===== config.mk =====
export PLATFORM = sky130hd
export DESIGN_NAME = vreg_wb_arbiter
export DESIGN_NICKNAME = d
export VERILOG_FILES = /design/src/rtl/vreg_pkg.sv /design/src/rtl/rr_arbiter.sv /design/src/rtl/vreg_wb_arbiter.sv
export SDC_FILE = /design/constraint.sdc
export NUM_CORES = 1
export LEC_CHECK = 0
export ABC_CLOCK_PERIOD_IN_PS = 4550
export CAP_MARGIN = 20
export CORE_AREA = 3 3 228 230
export CTS_CLUSTER_SIZE = 24
export DETAILED_ROUTE_END_ITERATION = 7
export DIE_AREA = 0 0 231 233
export HOLD_SLACK_MARGIN = 0.1
export PLACE_DENSITY = 0.45
export SKIP_LAST_GASP = 1
export SLEW_MARGIN = 20
export SYNTH_ARGS = -nofsm -noshare
export SYNTH_HDL_FRONTEND = slang
export SYNTH_SLANG_ARGS = --single-unit

===== constraint.sdc =====
create_clock -name clk -period 4.55 [get_ports clk]
set_clock_uncertainty 0.1 [all_clocks]
set_input_delay 0.91 -clock clk [delete_from_list [all_inputs] [get_ports clk]]
set_output_delay 0.91 -clock clk [all_outputs]
set_load 0.01 [all_outputs]

===== src/rtl/vreg_pkg.sv =====
// Shared types and sizing for the vector register file writeback path.
package vreg_pkg;

  localparam int unsigned NUM_REGS    = 32;
  localparam int unsigned LANES       = 4;
  localparam int unsigned WIDTH       = 32;
  localparam int unsigned VREG_ADDR_W = 5;

  typedef logic [VREG_ADDR_W-1:0]      vreg_addr_t;
  typedef logic [LANES-1:0][WIDTH-1:0] vlane_t;
  typedef logic [LANES-1:0]            vmask_t;

endpackage


===== src/rtl/rr_arbiter.sv =====
// Combinational round-robin picker: first requester at or after ptr_i, wrapping modulo N.
module rr_arbiter #(
  parameter int unsigned N = 3,
  localparam int unsigned IdxW = (N > 1) ? $clog2(N) : 1
) (
  input  logic [N-1:0]    req_i,
  input  logic [IdxW-1:0] ptr_i,
  output logic [N-1:0]    gnt_o,
  output logic [IdxW-1:0] idx_o,
  output logic            valid_o
);

  int unsigned cand;

  always_comb begin
    gnt_o   = '0;
    idx_o   = '0;
    valid_o = 1'b0;
    cand    = 0;
    for (int unsigned i = 0; i < N; i++) begin
      cand = (32'(ptr_i) + i) % N;
      if (!valid_o && req_i[cand]) begin
        gnt_o[cand] = 1'b1;
        idx_o       = IdxW'(cand);
        valid_o     = 1'b1;
      end
    end
  end

endmodule


===== src/rtl/vreg_wb_arbiter.sv =====
// Writeback arbiter for the vector register file: round-robin source select, one
// registered write stage, and a per-register busy scoreboard for RAW stalls.
module vreg_wb_arbiter
  import vreg_pkg::*;
#(
  parameter int unsigned NUM_SRC = 3,
  localparam int unsigned IdxW = (NUM_SRC > 1) ? $clog2(NUM_SRC) : 1
) (
  input  logic                      clk,
  input  logic                      rst_n,
  input  logic [NUM_SRC-1:0]        src_valid,
  output logic [NUM_SRC-1:0]        src_ready,
  input  vreg_addr_t [NUM_SRC-1:0]  src_addr,
  input  vlane_t [NUM_SRC-1:0]      src_data,
  input  vmask_t [NUM_SRC-1:0]      src_mask,
  input  logic                      issue_valid,
  input  vreg_addr_t                issue_addr,
  output vreg_addr_t                write_addr,
  output vlane_t                    write_vector,
  output vmask_t                    we,
  output logic [NUM_REGS-1:0]       busy,
  output logic                      issue_conflict
);

  logic [IdxW-1:0]     rr_ptr_q, rr_ptr_d;
  logic [NUM_SRC-1:0]  gnt;
  logic [IdxW-1:0]     win;
  logic                gnt_any;

  vreg_addr_t          addr_q, addr_d;
  vlane_t              vec_q, vec_d;
  vmask_t              we_q, we_d;
  logic                commit_q, commit_d;
  logic [NUM_REGS-1:0] busy_q, busy_d;
  logic                conflict_q, conflict_d;

  rr_arbiter #(
    .N(NUM_SRC)
  ) u_rr_arbiter (
    .req_i  (src_valid),
    .ptr_i  (rr_ptr_q),
    .gnt_o  (gnt),
    .idx_o  (win),
    .valid_o(gnt_any)
  );

  // No grant is visible while reset is held, so nothing upstream thinks it transferred.
  assign src_ready = gnt & {NUM_SRC{rst_n}};

  always_comb begin
    rr_ptr_d = rr_ptr_q;
    addr_d   = addr_q;
    vec_d    = vec_q;
    we_d     = '0;
    commit_d = 1'b0;
    if (gnt_any) begin
      rr_ptr_d = (win == IdxW'(NUM_SRC - 1)) ? '0 : win + 1'b1;
      addr_d   = src_addr[win];
      vec_d    = src_data[win];
      we_d     = src_mask[win];
      commit_d = 1'b1;
    end
  end

  // Commit clears first so a same-cycle issue to the same register keeps it busy.
  always_comb begin
    busy_d = busy_q;
    if (commit_q) begin
      busy_d[addr_q] = 1'b0;
    end
    if (issue_valid) begin
      busy_d[issue_addr] = 1'b1;
    end
    conflict_d = issue_valid && busy_q[issue_addr];
  end

  always_ff @(posedge clk) begin
    if (!rst_n) begin
      rr_ptr_q   <= '0;
      addr_q     <= '0;
      vec_q      <= '0;
      we_q       <= '0;
      commit_q   <= 1'b0;
      busy_q     <= '0;
      conflict_q <= 1'b0;
    end else begin
      rr_ptr_q   <= rr_ptr_d;
      addr_q     <= addr_d;
      vec_q      <= vec_d;
      we_q       <= we_d;
      commit_q   <= commit_d;
      busy_q     <= busy_d;
      conflict_q <= conflict_d;
    end
  end

  assign write_addr     = addr_q;
  assign write_vector   = vec_q;
  assign we             = we_q;
  assign busy           = busy_q;
  assign issue_conflict = conflict_q;

endmodule


# Word-level counts from Yosys, hierarchy flattened
# Cells that the tools add are included.
[totals] ff_bits=173 output_inout_bits=173 elab_cells=82
[classes] add_sub_neg=3 div_mod_pow=3 n_lt_le_gt_ge=11 n_eq_ne=1 mux=37 bitwise_logic=6 n_reduce_logical=11
[ops] cell="binary-select mux 128 bit (select 2 bit)" count=1
[ops] cell="2-to-1 mux 128 bit" count=1
[ops] cell="greater-or-equal comparator 32 x 1 -> 1 bit (second input constant)" count=3
[ops] cell="< comparator 32 x 3 -> 1 bit (second input constant)" count=3
[ops] cell="modulo 32 x 2 -> 32 bit (second input constant)" count=2
[ops] cell="2-to-1 mux 32 bit" count=2
[ops] cell="AND 32 bit" count=1
[ops] cell="modulo 2 x 2 -> 32 bit (second input constant)" count=1
[ops] cell="NOT 32 bit" count=1
[ops] cell="OR 32 bit" count=1
[ops] cell="2-to-1 mux 1 bit" count=13
[ops] cell="< comparator 5 x 6 -> 1 bit (second input constant)" count=2
[ops] cell="binary-select mux 5 bit (select 2 bit)" count=1
[ops] cell="demux 1 bit (select 5 bit)" count=2
[ops] cell="greater-or-equal comparator 5 x 1 -> 1 bit (second input constant)" count=2
[ops] cell="2-to-1 mux 3 bit" count=3
[ops] cell="binary-select mux 4 bit (select 2 bit)" count=1
[ops] cell="logical AND 1 bit" count=8
[ops] cell="2-to-1 mux 2 bit" count=4
[ops] cell="binary-select mux 1 bit (select 2 bit)" count=3
[ops] cell="demux 1 bit (select 2 bit)" count=3
[ops] cell="OR 3 bit" count=2
[ops] cell="binary-select mux 1 bit (select 5 bit)" count=1
[ops] cell="2-to-1 mux 5 bit" count=1
[ops] cell="9 further kinds" count=10

# Logic depth before layout (Yosys ltp)
# Gate-level depths: netlist (run 1).
[logic_depth] word_depth=12 depth_mapped=11 mapped_depth_nobuf=7

# Hierarchy
# From an unflattened synthesis (run 1), not the netlist that was laid out.
[hier_totals] hier_cells=1058 hier_area_um2=9487.8
[modules_own_cells] module="vreg_wb_arbiter" n_inst=1 cells_each=1006 area_per_inst_um2=9106.2 seq_area_each_um2=3463.3
[modules_own_cells] module="rr_arbiter" n_inst=1 cells_each=52 area_per_inst_um2=381.6 seq_area_each_um2=0.0

# Worst setup path after synthesis (run 1)
# OpenSTA, ideal clock, no wires.
[synth_timing] kind="input-to-output" start="input port src_valid[2]" end="output port src_ready[0]" arrival_time_ps=2098 required_time_ps=3540 setup_slack_ps=1442 stages=5 n_path_buf=1 path_cell_list="buf_2 mux2_2 o32ai_1 a221oi_1 a211oi_1"
[synth_between] elab_chain_cells=10 elab_cells_between_ends=18 cone_classes="mux: 11; bitwise: 3; reduce/logical: 4"
[synth_rtl] element="from (decl)" line="vreg_wb_arbiter.sv:11" source="input logic [NUM_SRC-1:0] src_valid,"
[synth_rtl] element="binary-select mux 1 bit (select 2 bit)" line="rr_arbiter.sv:22" source="if (!valid_o && req_i[cand]) begin"
[synth_rtl] element="2-to-1 mux 1 bit (implied by the code)" line="rr_arbiter.sv:22"
[synth_rtl] element="2-to-1 mux 1 bit" line="rr_arbiter.sv:22"
[synth_rtl] element="zero test 1 bit" line="rr_arbiter.sv:22"
[synth_rtl] element="logical AND 1 bit" line="rr_arbiter.sv:22"
[synth_rtl] element="2-to-1 mux 1 bit" line="rr_arbiter.sv:22"
[synth_rtl] element="zero test 1 bit" line="rr_arbiter.sv:22"
[synth_rtl] element="logical AND 1 bit" line="rr_arbiter.sv:22"
[synth_rtl] element="2-to-1 mux 3 bit *" line="rr_arbiter.sv:22"
[synth_rtl] element="AND 3 bit *" line="vreg_wb_arbiter.sv:48" source="assign src_ready = gnt & {NUM_SRC{rst_n}};"
[synth_rtl] element="to (decl)" line="vreg_wb_arbiter.sv:12" source="output logic [NUM_SRC-1:0] src_ready,"
# Every way passes the cells marked *; elsewhere a longest branch is shown, timed or not. The select of a mux whose other input is x is not followed.

# Worst setup path after layout (run 1)
[layout_timing] start="input port src_valid[0]" end="output port src_ready[0]"
# Same word-level chain as after synthesis.

==> flow_summary_export.csv, run 1 <==
group,metric,value,unit
run_status,status,"finished, final reports clean",
clocking,path_clk_slew,0.07,ns
global_routing,overflow,0,
cells_and_area,fin_util,31.4,%
critical_path,required,3.54,ns
placement,dp.cells,2072,
clocking,numCtsBuffers,17,
drt,routedWlPerCell,22.0,um
timing,finalHoldViolations,0,
pwr,total_power,9.46,mW
timing,max_freq,0.231,GHz
logic_synthesis,syn_inst,881,
clocking,cts_tree,"built",
logic_synthesis,synth.cell_area,0.00854,mm2
clocking,cts_hold_repair.buffers,0,
timing,whs,0.390,ns
die,fp.dieW,231,um
logic_synthesis,syn_nets,1307,
clocking,cts-root-buf,"clkbuf_16",
critical_path,endpoint_kind,"output port",
clocking,clkLatencyLatePin,0.48,ns
timing,slew-limit-headroom,21.7,%
die,start_util,17.1,%
timing,period_needed,4.32,ns
critical_path,max_stage_delay,0.64,ns
logic_synthesis,synth_xor_area_share,0,%
logic_synthesis,synthArstFlopShare,0,%
cells_and_area,fin_area,0.0157,mm2
logic_synthesis,synth_top_family_by_area,"compound AO/OA/AOI/OAI gates",
global_routing,grt_pass1_vias,9760,
logic_synthesis,seq_area_frac_synth,40.5,%
critical_path,slowest_stage,"clkdlybuf4s50_1",
drt,via_count,9572,
timing,slew_viol_final,0,
critical_path,critical_path.cell_chain,"clkdlybuf4s50_1 > mux2_2 > o32ai_1 > a221oi_1 > a211oi_1 > clkdlybuf4s50_1",
logic_synthesis,ys_types,54,
logic_synthesis,synth_ff_type,"dfxtp_1",
global_routing,grt_first_pass_wirelength,65300,um
logic_synthesis,yosysWarnings,0,
drt,drt-total-wl,46300,um
logic_synthesis,synth-edff-count,0,
placement,placed_area,0.0151,mm2
drt,drc,0,
timing,rsz0062_at_grt,"false",
die,rows,82,
logic_synthesis,synth-compound-area-share,28.6,%
cells_and_area,finalNetCount,1845,
placement,io_buffers,594,
pwr,leakage,5.73,nW
drt,dr.pass1.iters,5,
drt,ant_nets,0,
global_routing,antenna_found_initial,1,
timing,worst_pin_slew,1.17,ns
critical_path,worstPathMaxFanout,9,
logic_synthesis,synth-adder-area-share,0.586,%
clocking,clock_sinks,173,
critical_path,arrival,3.31,ns
placement,place.gp.congestion,0.836,
placement,dp_hpwl,34300,um
logic_synthesis,yosys-mux-area-fraction,18.3,%
clocking,cts_buffer_depth,2,
critical_path,r2r_cells,9,
timing,fin_crit_sh,95.0,%
logic_synthesis,ys_seq_elements,173,
drt,vias_per_cell,4.55,
critical_path,startpoint_type,"input port",
clocking,postCtsSetupBuffers,0,
critical_path,worst_path_most_repeated_cell,"clkdlybuf4s50_1",
logic_synthesis,synth_area_per_cell,9.70,um2
cells_and_area,fin_cells,2104,
hold_path,hold_class,"register to register",
clocking,ctsResizeCount,0,
global_routing,grtUsageTotal,16.4,%
pwr,ir_drop,0.301,mV
timing,setup_violations,0,
hold_path,holdPathStages,2,
drt,drtIter0Drc,427,
die,die_height,233,um
cells_and_area,regArea,0.00346,mm2
cells_and_area,drive_above_1_share,4.68,%
clocking,cts.htree.levels,4,
logic_synthesis,yosys.area_share.simple,5.84,%
cells_and_area,multi_input_area,0.00459,mm2
placement,pre_cts_slack,0.263,ns
die,coreArea,0.0501,mm2
critical_path,crit_type,"input port to output port",
die,io_pins,595,
timing,layout_setup_ws,0.230,ns
cells_and_area,synthToLayoutAreaGrowth,84.1,%
timing,tns,0,ns
global_routing,grt_max_degree,161,
cells_and_area,fill_cells,5273,
pwr,powerDensity,602,mW/mm2
job,cap_violations,0,
die,dieArea,0.0538,mm2
metal layers:
metal / share of wire, % / vias to the layer above / routed length, um / GRT usage, %
met5: 0 / - / 0 / 0
met1: 39 / 4602 / 18000 / 18.4
li1: - / 4519 / - / -
met3: 8.0 / 44 / 3690 / 5.91
met2: 51 / 407 / 23600 / 28.6
met4: 2.2 / 0 / 1030 / 5.87
flip-flops by register name, summed over array words and instances, names as in the netlist:
name / count
write_vector: 128
issue_conflict: 1
commit_q: 1
write_addr: 5
we: 4
rr_ptr_q: 2
busy: 32
Yosys cell counts (4+ instances only):
master	instances	area, um2
o21ai_0	34	170
nor3_1	7	35.0
a22oi_1	135	1010
nand2b_1	4	25.0
inv_1	4	15.0
o22ai_1	133	832
buf_2	31	155
mux2i_1	135	1350
dfxtp_1	173	3460
ha_1	4	50.1
nor2b_1	4	25.0
nand4_1	4	25.0
a21oi_1	37	185
nand3b_1	5	37.5
nor3b_1	5	37.5
a221oi_2	4	60.1
buf_4	8	60.1
nor2_1	9	33.8
clkbuf_1	40	150
nand2_1	39	146
buf_6	10	113
nand3_1	4	20.0
mux4_2	8	180
final timing paths:
path | slack (ns) | start | endpoint
setup / recovery | 0.23 | src_valid[0] | src_ready[0]
hold / removal | 0.39 | busy[24]$_SDFF_PN0_ | busy[24]$_SDFF_PN0_
setup reg to reg | 1.48 | rr_ptr_q[1]$_SDFFE_PN0P_ | write_vector[7]$_SDFFE_PN0P_
hold reg to reg | 0.39 | busy[24]$_SDFF_PN0_ | busy[24]$_SDFF_PN0_
critical path, delay by kind of cell:
family          cells  cell delay [ns]
mux                 1             0.38
buf+inv             2             1.23
compound gates      3             0.78
power by group:
part	leakage, nW	switching (mW)	internal [mW]
Clock	0.288	0.677	0.928
Sequential	1.43	0.401	2.16
Combinational	4.02	2.66	2.64
placed cells by master (no fill, tap or decap), types with 3 or more instances in the layout:
master / n
nor3b_1: 5
nand3_1: 4
ha_1: 4
mux4_2: 8
bufinv_16: 4
nand2_1: 39
o22ai_1: 133
nor2b_1: 4
dfxtp_1: 173
nand4_1: 4
nor2_1: 9
nand2b_1: 4
a221oi_2: 4
clkbuf_1: 6
mux2i_1: 135
clkbuf_16: 17
nor3_1: 7
nand3b_1: 5
buf_12: 10
a21oi_1: 37
inv_1: 4
a22oi_1: 135
or3b_2: 3
clkdlybuf4s50_1: 594
and3b_1: 3
o21ai_0: 34
buf_4: 8
cell type report:
| type | instances | share of cell area [%] |
|---|---|---|
| antenna | 1 | 0.0159 |
| clock buffer | 24 | 2.94 |
| clock inverter | 7 | 0.875 |
| inverter | 5 | 0.151 |
| multi-input combinational | 610 | 29.2 |
| sequential | 173 | 22.0 |
| tap | 672 | 5.35 |
| timing repair buffer | 612 | 39.5 |
kinds of logic (layout without fill, tap and decap cells):
kind of cell	after synthesis	count (layout)
AND/OR/NAND/NOR	96	96
AO/OA/AOI/OAI	365	365
adder cells (fa/ha/maj)	4	4
other	0	1
flip-flops	173	173
multiplexers	145	145
buffers and inverters	98	648
Power figures use the tool's default switching activity.
==> run 2: changes to the inputs <==
GPL_TIMING_DRIVEN = 0   (was default)
==> run 2 against run 1 <==
Routed wire length grew 12%. Clock power is 7% lower. Via count grew 3.4%. Critical path type unchanged. Largest power group unchanged.
==> flow_summary_export.csv, run 2 (synthesis results as in run 1) <==
group,metric,value,unit
run_status,status,"finished, final reports clean",
drt,ant_nets,0,
clocking,cts_buffer_depth,2,
clocking,ctsResizeCount,0,
timing,period_needed,4.36,ns
timing,fin_crit_sh,95.7,%
timing,setup_violations,0,
cells_and_area,finalNetCount,1918,
drt,drt-total-wl,52000,um
critical_path,worstPathMaxFanout,9,
drt,dr.pass1.iters,5,
cells_and_area,most-common-layout-cells,"592 x clkdlybuf4s50_1, 173 x dfxtp_1, 135 x mux2i_1, 135 x a22oi_1, 133 x o22ai_1",
clocking,numCtsBuffers,17,
cells_and_area,antenna_cells,0,
critical_path,arrival,3.35,ns
job,cap_violations,0,
timing,rsz0062_at_grt,"false",
drt,via_count,9900,
timing,worst_pin_slew,1.02,ns
die,rows,82,
placement,placed_area,0.0153,mm2
global_routing,antenna_found_initial,0,
clocking,postCtsSetupBuffers,0,
die,fp.dieW,231,um
timing,tns,0,ns
clocking,cts.htree.levels,4,
drt,routedWlPerCell,23.9,um
pwr,powerDensity,611,mW/mm2
critical_path,crit_type,"input port to output port",
timing,slew_viol_final,0,
cells_and_area,drive_above_1_share,6.52,%
placement,dp.cells,2145,
critical_path,endpoint_kind,"output port",
clocking,cts_hold_repair.buffers,0,
cells_and_area,fin_cells,2176,
drt,drc,0,
global_routing,grt_first_pass_wirelength,72000,um
hold_path,hold_class,"register to register",
timing,slew-limit-headroom,32.1,%
die,start_util,17.1,%
critical_path,required,3.54,ns
drt,vias_per_cell,4.55,
timing,whs,0.392,ns
die,io_pins,595,
cells_and_area,final_common_cell,"clkdlybuf4s50_1",
cells_and_area,regArea,0.00346,mm2
die,coreArea,0.0501,mm2
placement,io_buffers,592,
cells_and_area,fill_cells,5286,
placement,place.gp.congestion,0.840,
critical_path,startpoint_type,"input port",
placement,pre_cts_slack,0.200,ns
cells_and_area,fin_area,0.0159,mm2
cells_and_area,synthToLayoutAreaGrowth,85.8,%
clocking,clkLatencyLatePin,0.48,ns
cells_and_area,multi_input_area,0.00456,mm2
global_routing,grt_pass1_vias,10324,
timing,finalHoldViolations,0,
global_routing,grtUsageTotal,18.5,%
die,die_height,233,um
global_routing,grt_max_degree,17,
clocking,cts-root-buf,"clkbuf_16",
placement,dp_hpwl,41700,um
pwr,leakage,5.85,nW
timing,layout_setup_ws,0.195,ns
drt,drtIter0Drc,481,
clocking,path_clk_slew,0.07,ns
pwr,ir_drop,0.237,mV
global_routing,overflow,0,
die,dieArea,0.0538,mm2
clocking,clock_sinks,173,
timing,max_freq,0.230,GHz
cells_and_area,largest_reg_flops,128,
clocking,cts_tree,"built",
-- run 2: changes by cell type in the layout (fill, tap and decap cells not counted), moves of 2 or more --
cell,before,now
buf_12,10,0
clkdlybuf4s50_1,594,592
clkinvlp_4,1,3
buf_1,0,3
buf_6,0,10
clkbuf_8,1,4
buf_2,0,31
bufinv_16,4,1
clkbuf_1,6,45
-- run 2: worst paths after layout --
check / startpoint / endpoint / slack [ns] / cells past startpoint
worst min register to register: busy[20]$_SDFF_PN0_ / busy[20]$_SDFF_PN0_ / 0.39 / 2
worst max-delay path: src_valid[0] / src_ready[0] / 0.19 / 6
worst max register to register: rr_ptr_q[0]$_SDFFE_PN0P_ / write_addr[1]$_SDFFE_PN0P_ / 1.54 / 11
worst min-delay path: busy[20]$_SDFF_PN0_ / busy[20]$_SDFF_PN0_ / 0.39 / 2
-- run 2: worst max-delay path, cell delays in order --
cell and delay, ns:
clkdlybuf4s50_1 0.58, mux2_2 0.37, o32ai_1 0.38, a221oi_1 0.16
a211oi_1 0.30, clkdlybuf4s50_1 0.64
-- run 2: final cells by class --
cell class | instances | area share [%]
repair buffers | 592 | 37.3
multi-input cells | 610 | 28.7
flip-flops and latches | 173 | 21.8
well taps | 672 | 5.30
plain buffers | 93 | 3.18
clock buffers | 26 | 3.15
clock inverters | 5 | 0.363
inverters | 5 | 0.118
-- run 2: through the flow --
step	power [mW]	util, %
after floorplan	5.36	-
after global placement	8.29	30.6
after detailed placement	8.32	30.6
after CTS	9.85	31.7
after global routing	10.3	31.7
final	9.69	31.7
-- run 2: power by group --
part	switching, mW	internal [mW]
clock	0.682	0.807
combinational	2.97	2.71
sequential	0.364	2.16
-- run 2: metal layers --
| metal | global-route usage, % | share of wire [%] | vias to the layer above |
|---|---|---|---|
| met2 | 33.4 | 52 | 387 |
| met3 | 6.11 | 7.0 | 37 |
| met5 | 0 | 0 | - |
| met1 | 21.1 | 40 | 4804 |
| li1 | - | - | 4672 |
| met4 | 4.59 | 1.6 | 0 |
==> run 3: changes to the inputs <==
CORE_AREA = 3 3 233 235   (was 3 3 228 230)
DIE_AREA = 0 0 236 238   (was 0 0 231 233)
DONT_BUFFER_PORTS = 1   (was default)
PLACE_DENSITY = 0.3   (was 0.45)
==> run 3 against run 2 <==
Critical path depth shrank 1. Power shrank 15%. Sequential power grew 23%. Global-route usage fell by 3.0 points. Combinational power shrank 37%. Largest cell class is now multi-input combinational cells. Largest power group unchanged.
==> flow_summary_export.csv, run 3 (synthesis results as in run 1) <==
group,metric,value,unit
cells_and_area,fill_cells,5804,
cells_and_area,final_common_cell,"dfxtp_1",
die,coreArea,0.0524,mm2
placement,io_buffers,0,
global_routing,overflow,0,
critical_path,arrival,2.76,ns
die,die_height,238,um
placement,dp_hpwl,36400,um
global_routing,antenna_found_initial,1,
critical_path,startpoint_type,"input port",
placement,place.gp.congestion,0.818,
cells_and_area,drive_above_1_share,11.1,%
drt,ant_nets,0,
pwr,p_seq_share,37.6,%
timing,rsz0062_at_grt,"false",
timing,slew_viol_final,0,
global_routing,grtUsageTotal,15.6,%
clocking,cts_tree,"built",
clocking,clkLatencyLatePin,0.48,ns
global_routing,grt_pass1_vias,8077,
pwr,leakage,3.62,nW
critical_path,worstPathMaxFanout,10,
global_routing,grt_max_degree,17,
pwr,switchingPower,3.80,mW
pwr,powerDensity,824,mW/mm2
job,cap_violations,0,
run_status,status,"finished, final reports clean",
critical_path,required,3.54,ns
timing,fin_crit_sh,82.8,%
die,io_pins,595,
clocking,clock_sinks,173,
clocking,cts.htree.levels,4,
die,start_util,16.3,%
timing,slew-limit-headroom,46.0,%
clocking,cts_hold_repair.buffers,0,
cells_and_area,largest_reg_flops,128,
cells_and_area,finalNetCount,1326,
cells_and_area,most-common-layout-cells,"173 x dfxtp_1, 135 x mux2i_1, 135 x a22oi_1",
pwr,ir_drop,0.273,mV
drt,drtIter0Drc,428,
die,fp.dieW,236,um
critical_path,crit_type,"input port to output port",
drt,routedWlPerCell,28.5,um
critical_path,reg2reg_slack,1.45,ns
timing,max_freq,0.265,GHz
drt,drt-total-wl,45600,um
drt,drc,0,
drt,dr.pass1.iters,5,
pwr,swShare,46.1,%
pwr,total_power,8.25,mW
pwr,p_int,4.45,mW
cells_and_area,synthToLayoutAreaGrowth,17.2,%
global_routing,grt_first_pass_wirelength,62100,um
drt,vias_per_cell,4.83,
timing,finalHoldViolations,0,
die,rows,84,
clocking,path_clk_slew,0.06,ns
drt,via_count,7735,
timing,tns,0,ns
timing,setup_violations,0,
hold_path,hold_class,"register to register",
clocking,cts_buffer_depth,2,
pwr,pwr-share-comb,43.1,%
clocking,postCtsSetupBuffers,0,
critical_path,endpoint_kind,"output port",
timing,period_needed,3.77,ns
pwr,clockPowerShare,19.3,%
clocking,numCtsBuffers,17,
clocking,ctsResizeCount,0,
timing,worst_pin_slew,0.807,ns
die,dieArea,0.0562,mm2
clocking,cts-root-buf,"clkbuf_16",
cells_and_area,antenna_cells,0,
[run 3: changes by cell type in the layout (fill, tap and decap cells not counted)]
cell,before,now
bufinv_16,1,3
clkbuf_1,45,42
clkbuf_2,0,1
clkbuf_8,4,2
clkdlybuf4s50_1,592,0
clkinv_4,0,2
clkinvlp_4,3,2
inv_6,0,1
[run 3: final timing paths]
path / startpoint / endpoint / cells after the start
setup / recovery: rst_n / src_ready[2] / 5
hold / removal: rr_ptr_q[1]$_SDFFE_PN0P_ / rr_ptr_q[1]$_SDFFE_PN0P_ / 2
setup reg to reg: rr_ptr_q[0]$_SDFFE_PN0P_ / write_vector[119]$_SDFFE_PN0P_ / 10
hold reg to reg: rr_ptr_q[1]$_SDFFE_PN0P_ / rr_ptr_q[1]$_SDFFE_PN0P_ / 2
[run 3: per-stage QoR]
step | setup slack (ns) | std cells | hold WS [ns] | util [%] | area (um2)
2_1_floorplan | 1.44 | 881 | 0.369 | - | 8540
3_3_place_gp | 0.600 | 1569 | 0.394 | 17.9 | 9400
5_1_grt | 0.536 | 1600 | 0.436 | 19.1 | 10000
6_report | 0.783 | 1600 | 0.411 | 19.1 | 10000
4_1_cts | 0.574 | 1600 | 0.388 | 19.1 | 10000
3_5_place_dp | 0.579 | 1569 | 0.400 | 17.9 | 9410
[run 3: metal layers]
| metal | track usage (%) | wire length, um |
|---|---|---|
| met1 | 17.4 | 17500 |
| met3 | 5.47 | 3460 |
| met4 | 4.63 | 868 |
| met2 | 27.8 | 23800 |
| met5 | 0 | 0 |
[run 3: power by group through the flow]
stage | clock, mW | combinational [mW] | sequential, mW
2_1_floorplan | 0 | 2.56 | 2.79
3_3_place_gp | 0 | 3.62 | 3.20
3_5_place_dp | 0 | 3.63 | 3.18
4_1_cts | 1.66 | 3.64 | 3.15
5_1_grt | 1.70 | 3.89 | 3.17
6_report | 1.59 | 3.56 | 3.10
[run 3: critical path, stage by stage]
cell and delay, ns:
clkbuf_1 0.22, inv_2 0.29, clkbuf_1 0.53, clkbuf_1 0.53, a21oi_1 0.25
[run 3: final cells by class]
| cell class | instances | area (um2) | share of cell area, % |
|---|---|---|---|
| flip-flops and latches | 173 | 3460 | 34.6 |
| clock inverters | 9 | 136 | 1.36 |
| plain buffers | 93 | 505 | 5.05 |
| multi-input cells | 610 | 4560 | 45.6 |
| clock buffers | 22 | 464 | 4.64 |
| well taps | 688 | 861 | 8.60 |
| inverters | 5 | 18.8 | 0.188 |
